$ cat config.mk
export PLATFORM = sky130hd
export DESIGN_NAME = ball_kinematics
export DESIGN_NICKNAME = d
export VERILOG_FILES = /design/src/rtl/pong_pkg.sv /design/src/rtl/speed_ramp.sv /design/src/rtl/ball_kinematics.sv
export SDC_FILE = /design/constraint.sdc
export NUM_CORES = 1
export LEC_CHECK = 0
export CORE_MARGIN = 3
export CORE_UTILIZATION = 51
export DETAILED_ROUTE_END_ITERATION = 6
export PLACE_DENSITY_LB_ADDON = 0.05
export SLEW_MARGIN = 40
export SYNTH_ARGS = -nofsm -noshare
export SYNTH_HDL_FRONTEND = slang
export SYNTH_SLANG_ARGS = --single-unit
$ cat constraint.sdc
create_clock -name clock -period 4.7 [get_ports clock]
set_input_delay 0.94 -clock clock [delete_from_list [all_inputs] [get_ports clock]]
set_output_delay 0.94 -clock clock [all_outputs]
set_load 0.1 [all_outputs]
$ cat src/rtl/pong_pkg.sv
// Shared types and direction encodings for the Pong ball datapath.
package pong_pkg;

  typedef enum logic {
    SERVE = 1'b0,
    PLAY  = 1'b1
  } state_t;

  localparam logic DIR_LEFT  = 1'b0;
  localparam logic DIR_RIGHT = 1'b1;
  localparam logic DIR_UP    = 1'b0;
  localparam logic DIR_DOWN  = 1'b1;

endpackage

$ cat src/rtl/speed_ramp.sv
// Counts honoured paddle returns and raises a saturating speed level
// every SPEEDUP_HITS returns.
module speed_ramp #(
  parameter int MAX_SPEED    = 3,
  parameter int SPEEDUP_HITS = 4,
  parameter int LEVEL_WIDTH  = 2
) (
  input  logic                   clock,
  input  logic                   reset,
  input  logic                   hit,
  input  logic                   clear,
  output logic [LEVEL_WIDTH-1:0] level
);

  localparam int CW = $clog2(SPEEDUP_HITS + 1);
  localparam logic [CW-1:0]          HIT_LAST  = CW'(SPEEDUP_HITS - 1);
  localparam logic [LEVEL_WIDTH-1:0] LEVEL_TOP = LEVEL_WIDTH'(MAX_SPEED);

  logic [CW-1:0] count;

  always_ff @(posedge clock) begin
    if (reset || clear) begin
      count <= '0;
      level <= '0;
    end else if (hit) begin
      if (count == HIT_LAST) begin
        count <= '0;
        if (level != LEVEL_TOP)
          level <= level + 1'b1;
      end else begin
        count <= count + 1'b1;
      end
    end
  end

endmodule

$ cat src/rtl/ball_kinematics.sv
// Ball-motion engine: serve FSM, wall/paddle bounces, clamped motion and
// miss detection, advanced once per frame tick.
module ball_kinematics
  import pong_pkg::*;
#(
  parameter int X_WIDTH       = 8,
  parameter int Y_WIDTH       = 9,
  parameter int X_START       = 115,
  parameter int Y_START       = 240,
  parameter int X_MIN         = 20,
  parameter int X_MAX         = 220,
  parameter int Y_MIN         = 175,
  parameter int Y_MAX         = 310,
  parameter int BASE_VELOCITY = 1,
  parameter int MAX_SPEED     = 3,
  parameter int SPEEDUP_HITS  = 4,
  parameter int SERVE_DELAY   = 60
) (
  input  logic                             clock,
  input  logic                             reset,
  input  logic                             stepEnable,
  input  logic                             paddleHitLeft,
  input  logic                             paddleHitRight,
  input  logic [1:0]                       changeYDirection,
  output logic [X_WIDTH-1:0]               ballXValue,
  output logic [Y_WIDTH-1:0]               ballYValue,
  output logic                             xDirection,
  output logic                             yDirection,
  output logic [$clog2(MAX_SPEED+1)-1:0]   speedLevel,
  output logic                             inPlay,
  output logic                             missLeft,
  output logic                             missRight
);

  localparam int LW = $clog2(MAX_SPEED + 1);
  localparam int SW = $clog2(SERVE_DELAY + 1);

  localparam logic [X_WIDTH:0]   XMIN_E     = (X_WIDTH+1)'(X_MIN);
  localparam logic [X_WIDTH:0]   XMAX_E     = (X_WIDTH+1)'(X_MAX);
  localparam logic [Y_WIDTH:0]   YMIN_E     = (Y_WIDTH+1)'(Y_MIN);
  localparam logic [Y_WIDTH:0]   YMAX_E     = (Y_WIDTH+1)'(Y_MAX);
  localparam logic [X_WIDTH-1:0] XSTART     = X_WIDTH'(X_START);
  localparam logic [Y_WIDTH-1:0] YSTART     = Y_WIDTH'(Y_START);
  localparam logic [SW-1:0]      SERVE_LAST = SW'(SERVE_DELAY - 1);

  state_t               state, state_nx;
  logic [SW-1:0]        serve_cnt, serve_nx;
  logic [X_WIDTH-1:0]   x_nx;
  logic [Y_WIDTH-1:0]   y_nx;
  logic                 xdir_nx, ydir_nx, miss_l_nx, miss_r_nx;
  logic                 hit_left, hit_right, miss_l, miss_r;
  logic                 ramp_hit, ramp_clear;
  logic [X_WIDTH:0]     vx, x_sum;
  logic [Y_WIDTH:0]     vy, y_sum;

  speed_ramp #(
    .MAX_SPEED    (MAX_SPEED),
    .SPEEDUP_HITS (SPEEDUP_HITS),
    .LEVEL_WIDTH  (LW)
  ) u_speed_ramp (
    .clock (clock),
    .reset (reset),
    .hit   (ramp_hit),
    .clear (ramp_clear),
    .level (speedLevel)
  );

  assign inPlay = (state == PLAY);

  always_comb begin
    state_nx   = state;
    serve_nx   = serve_cnt;
    x_nx       = ballXValue;
    y_nx       = ballYValue;
    xdir_nx    = xDirection;
    ydir_nx    = yDirection;
    miss_l_nx  = 1'b0;
    miss_r_nx  = 1'b0;
    ramp_hit   = 1'b0;
    ramp_clear = 1'b0;
    hit_left   = paddleHitLeft  && (xDirection == DIR_LEFT);
    hit_right  = paddleHitRight && (xDirection == DIR_RIGHT);
    miss_l     = ({1'b0, ballXValue} == XMIN_E) && (xDirection == DIR_LEFT)  && !hit_left;
    miss_r     = ({1'b0, ballXValue} == XMAX_E) && (xDirection == DIR_RIGHT) && !hit_right;
    vx         = (X_WIDTH+1)'(BASE_VELOCITY) + (X_WIDTH+1)'(speedLevel);
    vy         = (Y_WIDTH+1)'(BASE_VELOCITY) + (Y_WIDTH+1)'(speedLevel);
    x_sum      = '0;
    y_sum      = '0;

    if (stepEnable) begin
      case (state)
        SERVE: begin
          if (serve_cnt == SERVE_LAST) begin
            state_nx = PLAY;
            serve_nx = '0;
          end else begin
            serve_nx = serve_cnt + 1'b1;
          end
        end
        PLAY: begin
          if (miss_l || miss_r) begin
            miss_l_nx  = miss_l;
            miss_r_nx  = miss_r;
            x_nx       = XSTART;
            xdir_nx    = miss_l ? DIR_LEFT : DIR_RIGHT;
            ramp_clear = 1'b1;
            state_nx   = SERVE;
          end else begin
            ramp_hit = hit_left || hit_right;
            if (hit_left)
              xdir_nx = DIR_RIGHT;
            else if (hit_right)
              xdir_nx = DIR_LEFT;

            if ({1'b0, ballYValue} <= YMIN_E && yDirection == DIR_UP)
              ydir_nx = DIR_DOWN;
            else if ({1'b0, ballYValue} >= YMAX_E && yDirection == DIR_DOWN)
              ydir_nx = DIR_UP;
            else if (changeYDirection[1])
              ydir_nx = DIR_UP;
            else if (changeYDirection[0])
              ydir_nx = DIR_DOWN;

            // Motion uses the freshly decided directions; the extra bit
            // keeps the sum from wrapping before the clamp.
            if (xdir_nx == DIR_RIGHT)
              x_sum = {1'b0, ballXValue} + vx;
            else
              x_sum = ({1'b0, ballXValue} < XMIN_E + vx) ? XMIN_E : {1'b0, ballXValue} - vx;
            if (x_sum > XMAX_E) x_sum = XMAX_E;
            if (x_sum < XMIN_E) x_sum = XMIN_E;

            if (ydir_nx == DIR_DOWN)
              y_sum = {1'b0, ballYValue} + vy;
            else
              y_sum = ({1'b0, ballYValue} < YMIN_E + vy) ? YMIN_E : {1'b0, ballYValue} - vy;
            if (y_sum > YMAX_E) y_sum = YMAX_E;
            if (y_sum < YMIN_E) y_sum = YMIN_E;

            x_nx = x_sum[X_WIDTH-1:0];
            y_nx = y_sum[Y_WIDTH-1:0];
          end
        end
        default: state_nx = SERVE;
      endcase
    end
  end

  always_ff @(posedge clock) begin
    if (reset) begin
      state      <= SERVE;
      serve_cnt  <= '0;
      ballXValue <= XSTART;
      ballYValue <= YSTART;
      xDirection <= DIR_LEFT;
      yDirection <= DIR_UP;
      missLeft   <= 1'b0;
      missRight  <= 1'b0;
    end else begin
      state      <= state_nx;
      serve_cnt  <= serve_nx;
      ballXValue <= x_nx;
      ballYValue <= y_nx;
      xDirection <= xdir_nx;
      yDirection <= ydir_nx;
      missLeft   <= miss_l_nx;
      missRight  <= miss_r_nx;
    end
  end

endmodule

==> impl_metrics.csv, run 1 <==
group,metric,value,unit
floorplanning,io_pins,31,
clock_tree,clk_path_buf_depth,2,
power,power.total,0.000596,W
placement,port_buffers,30,
placement,dp_slack,0.743,ns
clock_tree,cts_tree,"built",
grt,grt_pass1_wl,12700,um
grt,track_usage,0.215,
clock_tree,cts-root-buf,"clkbuf_8",
clock_tree,clock-sinks,33,
route,num_vias,2911,
grt,grt_max_degree,25,
clock_tree,cts_resized,0,
floorplanning,die_area,0.00686,mm2
synthesis,synth_warnings,0,
sta,relSlewSlack,0.538,
worst_setup_path,arrival,3.84,ns
clock_tree,cts_buffers,5,
worst_setup_path,critPathKind,"reg2reg",
worst_setup_path,crit_fanout,7,
worst_setup_path,crit_chain,"ha_1 -> inv_1 -> fa_1 -> nor2_1 -> o21ai_0 -> or2_2 -> or4_1 -> o21ai_2 -> nor4b_4 -> a21oi_1 -> and3b_1 -> a221o_1",
power,p_leak,1.30,nW
synthesis,ys_seq_elements,33,
worst_setup_path,start_kind,"flip-flop",
final_layout,fillers,557,
floorplanning,start_util,0.537,
sta,finalCritPeriodShare,0.784,
final_layout,area_growth,8.64,%
grt,grt_overflow,0,
clock_tree,h-tree-depth,2,
synthesis,synth_edf_count,0,
final_layout,final_nets,435,
clock_tree,cts_setup_buffers,0,
sta,finClkSkew,0.00683,ns
worst_setup_path,r2r_slack,1.02,ns
route,drc,0,
grt,grt_pass1_vias,2682,
clock_tree,clk_pin_slew_worst_paths,0.07,ns
placement,dpl.hpwl,5630,um
sta,setup-violations-final,0,
sta,hold_viol_final,0,
placement,place_congestion,0.869,
sta,tightest_slew,0.684,ns
power,powerDensity,182,mW/mm2
route,totalWireLength,7340,um
min_path,hold_class,"reg2reg",
status,status,"completed",
sta,fin_crit,3.68,ns
worst_setup_path,critPathTopFamily,"simple AND/OR/NAND/NOR gates",
synthesis,synthArstFlopShare,0,
synthesis,syn-num-nets,417,
worst_setup_path,cp_slowest_cell,"fa_1",
floorplanning,core_area,0.00561,mm2
route,first_iter_violations,209,
synthesis,syn_area_per_cell,7.74,um2
route,antenna_left,0,
placement,dp.cells,472,
route,drt-pass1-iter-count,4,
sta,slew_viol_final,0,
grt,antenna_found_initial,0,
sta,setup_tns,0,ns
route,viasPerCell,6.06,
synthesis,ys.flop_type,"dfxtp_1",
floorplanning,die_h,82.8,um
floorplanning,num_rows,27,
power,ir_worst_vdd,0.162,mV
final_layout,layout-drive-gt1-share,0.150,
final_layout,final_cells,480,
sta,setup_ws,1.02,ns
synthesis,ys_types,76,
worst_setup_path,end_kind,"flip-flop",
synthesis,ys_seq_area_frac,0.219,
route,avgRoutedWirePerCell,15.3,um
floorplanning,die_x,82.8,um
synthesis,netlist_area,0.00301,mm2
worst_setup_path,path_buf_inv,1,
sta,max_clock_freq,272,MHz
worst_setup_path,slowest_delay,0.50,ns
clock_tree,hold_buffers,0,
final_layout,antennaDiodeCount,0,
synthesis,syn_inst,389,
run,cap_violations,0,
clock_tree,clkLatencyLatePin,0.27,ns
sta,rsz0062_at_grt,"false",
worst_setup_path,worst-endpoint-required,4.86,ns
## Yosys cell counts, types with 5 or more instances
library cell	n	area share
xnor2_1	6	0.017
clkbuf_1	10	0.012
o21a_1	13	0.032
a21oi_1	21	0.035
dfxtp_1	33	0.22
nand4_1	7	0.015
ha_1	19	0.079
nor2_1	54	0.067
nor2b_1	6	0.012
o211ai_1	5	0.012
inv_1	23	0.029
mux2i_1	7	0.023
and2_1	5	0.010
nand2_1	23	0.029
nor3_1	12	0.020
o22ai_1	5	0.010
nand3_1	9	0.015
a211oi_1	8	0.020
o21ai_0	19	0.032
## state kept, by name, summed over array words and instances, names as in the netlist
register	flops
ballYValue	9
missRight	1
yDirection	1
u_speed_ramp.count	3
serve_cnt	6
missLeft	1
inPlay	1
xDirection	1
ballXValue	8
u_speed_ramp.level	2
## cell usage in the layout, fill, tap and decap left out, types with 8 or more instances in the layout
cell / Yosys / routed
a211oi_1: 8 / 8
a21oi_1: 21 / 21
buf_2: 3 / 25
dfxtp_1: 33 / 33
ha_1: 19 / 19
inv_1: 23 / 23
nand2_1: 23 / 23
nand3_1: 9 / 9
nor2_1: 54 / 54
nor3_1: 12 / 12
o21a_1: 13 / 13
o21ai_0: 19 / 19
## report_power, final
group | switching (W) | internal (W) | total [W] | leakage [nW]
clock | 0.0000977 | 0.000173 | 0.000270 | 0.0585
combinational | 0.0000240 | 0.0000182 | 0.0000421 | 0.974
sequential | 0.00000178 | 0.000281 | 0.000283 | 0.266
## final cells by class
| type | count | area, um2 | share of cell area |
|---|---|---|---|
| multi-input combinational | 313 | 2140 | 0.653 |
| tap | 72 | 90.1 | 0.0275 |
| sequential | 33 | 661 | 0.202 |
| timing repair buffer | 31 | 183 | 0.0558 |
| inverter | 23 | 86.3 | 0.0264 |
| clock buffer | 7 | 86.3 | 0.0264 |
| clock inverter | 1 | 30.0 | 0.00918 |
## worst paths after layout
check	from	end	cells past startpoint
max	u_speed_ramp.level[0]	ballYValue[6]	12
min	u_speed_ramp.count[2]	u_speed_ramp.count[2]	2
min reg2reg	u_speed_ramp.count[2]	u_speed_ramp.count[2]	2
max reg2reg	u_speed_ramp.level[0]	ballYValue[6]	12
## logic make-up (layout without fill, tap and decap cells)
| family | after synthesis | after routing | share of synthesized area |
|---|---|---|---|
| simple gates | 156 | 156 | 0.276 |
| compound gates | 120 | 120 | 0.290 |
| buf+inv | 43 | 62 | 0.0727 |
| flops | 33 | 33 | 0.219 |
| fa+ha+maj | 21 | 21 | 0.0922 |
| xor+xnor | 9 | 9 | 0.0262 |
| mux | 7 | 7 | 0.0233 |
## layer usage
layer | vias to the layer above | wire length, um | global-route usage | share of wire
met5 | - | 0 | 0 | 0
met4 | 0 | 19 | 0.0312 | 0.0026
met3 | 2 | 406 | 0.0427 | 0.055
met2 | 78 | 3200 | 0.333 | 0.44
met1 | 1362 | 3720 | 0.315 | 0.51
li1 | 1469 | - | - | -
## through the flow
| stage | cell area (um2) | hold slack [ns] | util |
|---|---|---|---|
| 2_1_floorplan | 3010 | 0.447 | - |
| 3_3_place_gp | 3280 | 0.468 | 0.584 |
| 3_5_place_dp | 3160 | 0.475 | 0.563 |
| 4_1_cts | 3270 | 0.486 | 0.584 |
| 5_1_grt | 3270 | 0.530 | 0.583 |
| 6_report | 3270 | 0.491 | 0.583 |
## worst min-delay path: cells and delay by family, from the launching register on
kind                   cells  cell delay, ns
DFF                        1            0.32
buffers and inverters      1            0.08
AOI/OAI and AO/OA          1            0.05
No activity file was read; power rests on OpenSTA's default activity.
==> run 2: changes to the inputs <==
- clock period: 4.7 -> 3.2 ns (I/O delays scaled with it)
==> run 2 against run 1 <==
  * First-iteration DRC count fell by 18%
  * Largest cell class unchanged
  * Hold slack improved by 0.0068 ns
  * Non-clock buffer count rose by 42
  * Via count up 7.8%
  * Clock-buffer cell count is 2 lower
==> impl_metrics.csv, run 2 (synthesis gave the netlist of run 1 again) <==
group,metric,value,unit
worst_setup_path,start_kind,"flip-flop",
sta,max_clock_freq,322,MHz
status,status,"completed",
route,first_iter_violations,172,
sta,relSlewSlack,0.572,
grt,grt_pass1_wl,13600,um
route,drt-pass1-iter-count,5,
grt,grt_max_degree,18,
floorplanning,core_area,0.00561,mm2
final_layout,final_nets,477,
worst_setup_path,end_kind,"flip-flop",
power,p_leak,1.52,nW
floorplanning,num_rows,27,
clock_tree,hold_buffers,0,
sta,hold_viol_final,0,
clock_tree,clkLatencyLatePin,0.29,ns
sta,finClkSkew,0.0149,ns
power,ir_worst_vdd,0.199,mV
floorplanning,die_x,82.8,um
clock_tree,clk_pin_slew_worst_paths,0.07,ns
route,drc,0,
power,p_int,0.000601,W
worst_setup_path,worst-endpoint-required,3.37,ns
final_layout,largest_reg_flops,9,
power,power_switching,0.000205,W
final_layout,top_register,"ballYValue",
floorplanning,start_util,0.537,
grt,grt_pass1_vias,2875,
clock_tree,clk_path_buf_depth,2,
sta,setup-violations-final,0,
floorplanning,io_pins,31,
worst_setup_path,critPathKind,"reg2reg",
clock_tree,h-tree-depth,2,
route,totalWireLength,8290,um
final_layout,largestRegisters,"ballYValue (9), ballXValue (8), serve_cnt (6)",
route,avgRoutedWirePerCell,15.9,um
power,combPwrFrac,0.102,
clock_tree,cts_tree,"built",
clock_tree,cts-root-buf,"clkbuf_8",
clock_tree,clock-sinks,33,
final_layout,layout-drive-gt1-share,0.309,
grt,antenna_found_initial,0,
worst_setup_path,arrival,3.28,ns
sta,tightest_slew,0.640,ns
power,swShare,0.255,
final_layout,area_growth,26.0,%
power,powerDensity,212,mW/mm2
placement,port_buffers,30,
min_path,hold_class,"reg2reg",
route,viasPerCell,6.01,
placement,dp_slack,-0.129,ns
route,num_vias,3137,
final_layout,mostFrequentLayoutCell,"buf_4",
power,clockPowerShare,0.386,
placement,placed_area,0.00353,mm2
floorplanning,die_area,0.00686,mm2
clock_tree,cts_buffers,5,
worst_setup_path,crit_fanout,7,
placement,dp.cells,510,
power,pwr-share-seq,0.512,
final_layout,final_cells,522,
run,cap_violations,0,
final_layout,fin_area,0.00380,mm2
final_layout,final_cell_mix,"66 x buf_4, 51 x nor2_1, 26 x dfxtp_1",
grt,grt_overflow,0,
floorplanning,die_h,82.8,um
sta,fin_crit,3.11,ns
placement,dpl.hpwl,6290,um
grt,track_usage,0.234,
final_layout,antennaDiodeCount,0,
sta,slew_viol_final,0,
sta,setup_ws,0.0923,ns
sta,finalCritPeriodShare,0.971,
route,antenna_left,0,
placement,place_congestion,0.866,
run 2: cell type report:
| class | count | area [um2] |
|---|---|---|
| Clock inverter | 3 | 16.3 |
| Clock buffer | 5 | 68.8 |
| Fill cell | 492 | 1810 |
| Multi-Input combinational cell | 313 | 2290 |
| Timing Repair Buffer | 73 | 567 |
| Sequential cell | 33 | 679 |
| Tap cell | 72 | 90.1 |
| Inverter | 23 | 86.3 |
run 2: worst paths after layout:
| kind | end | slack, ns | start | cells past startpoint |
|---|---|---|---|---|
| worst max register to register | ballYValue[6] | 0.09 | u_speed_ramp.level[1] | 13 |
| worst min-delay path | u_speed_ramp.count[2] | 0.50 | u_speed_ramp.count[2] | 2 |
| worst max-delay path | ballYValue[6] | 0.09 | u_speed_ramp.level[1] | 13 |
| worst min register to register | u_speed_ramp.count[2] | 0.50 | u_speed_ramp.count[2] | 2 |
run 2: power by group through the flow:
stage	combinational [W]	clock, W	sequential, W
final	0.0000821	0.000311	0.000412
after global routing	0.0000891	0.000336	0.000413
after CTS	0.0000758	0.000315	0.000412
after detailed placement	0.0000754	0	0.000422
after global placement	0.0000743	0	0.000422
after floorplan	0.0000463	0	0.000421
run 2: worst max-delay path, stage by stage (launching register included):
cell      delay (ns)
dfxtp_4         0.36
ha_4            0.28
xnor2_1         0.13
ha_1            0.27
nand3b_1        0.10
a211oi_2        0.29
nor2_2          0.09
buf_4           0.15
buf_4           0.12
nor3_1          0.36
o22a_2          0.24
o21ai_2         0.07
and3b_2         0.23
a221o_1         0.29
run 2: layer usage:
metal	vias to the layer above	global-route usage	part of all wire
li1	1553	-	-
met1	1458	0.339	0.48
met2	117	0.358	0.45
met3	9	0.0437	0.065
met4	0	0.0550	0.0082
met5	-	0	0
run 2: stage by stage:
step | hold slack [ns] | setup TNS (ns) | util | power, W
after detailed placement | 0.481 | -0.437 | 0.630 | 0.000497
after global routing | 0.537 | -0.0120 | 0.677 | 0.000838
final | 0.497 | 0 | 0.677 | 0.000806
after global placement | 0.468 | -0.0932 | 0.630 | 0.000496
after floorplan | 0.447 | -0.0764 | - | 0.000467
after CTS | 0.491 | 0 | 0.649 | 0.000803
run 2: repair_timing:
item | in CTS | in global routing
buffers inserted | 2 | 2
gates resized for setup | 3 | 37
pin swaps | 2 | 16
setup endpoints to repair | 5 | 9
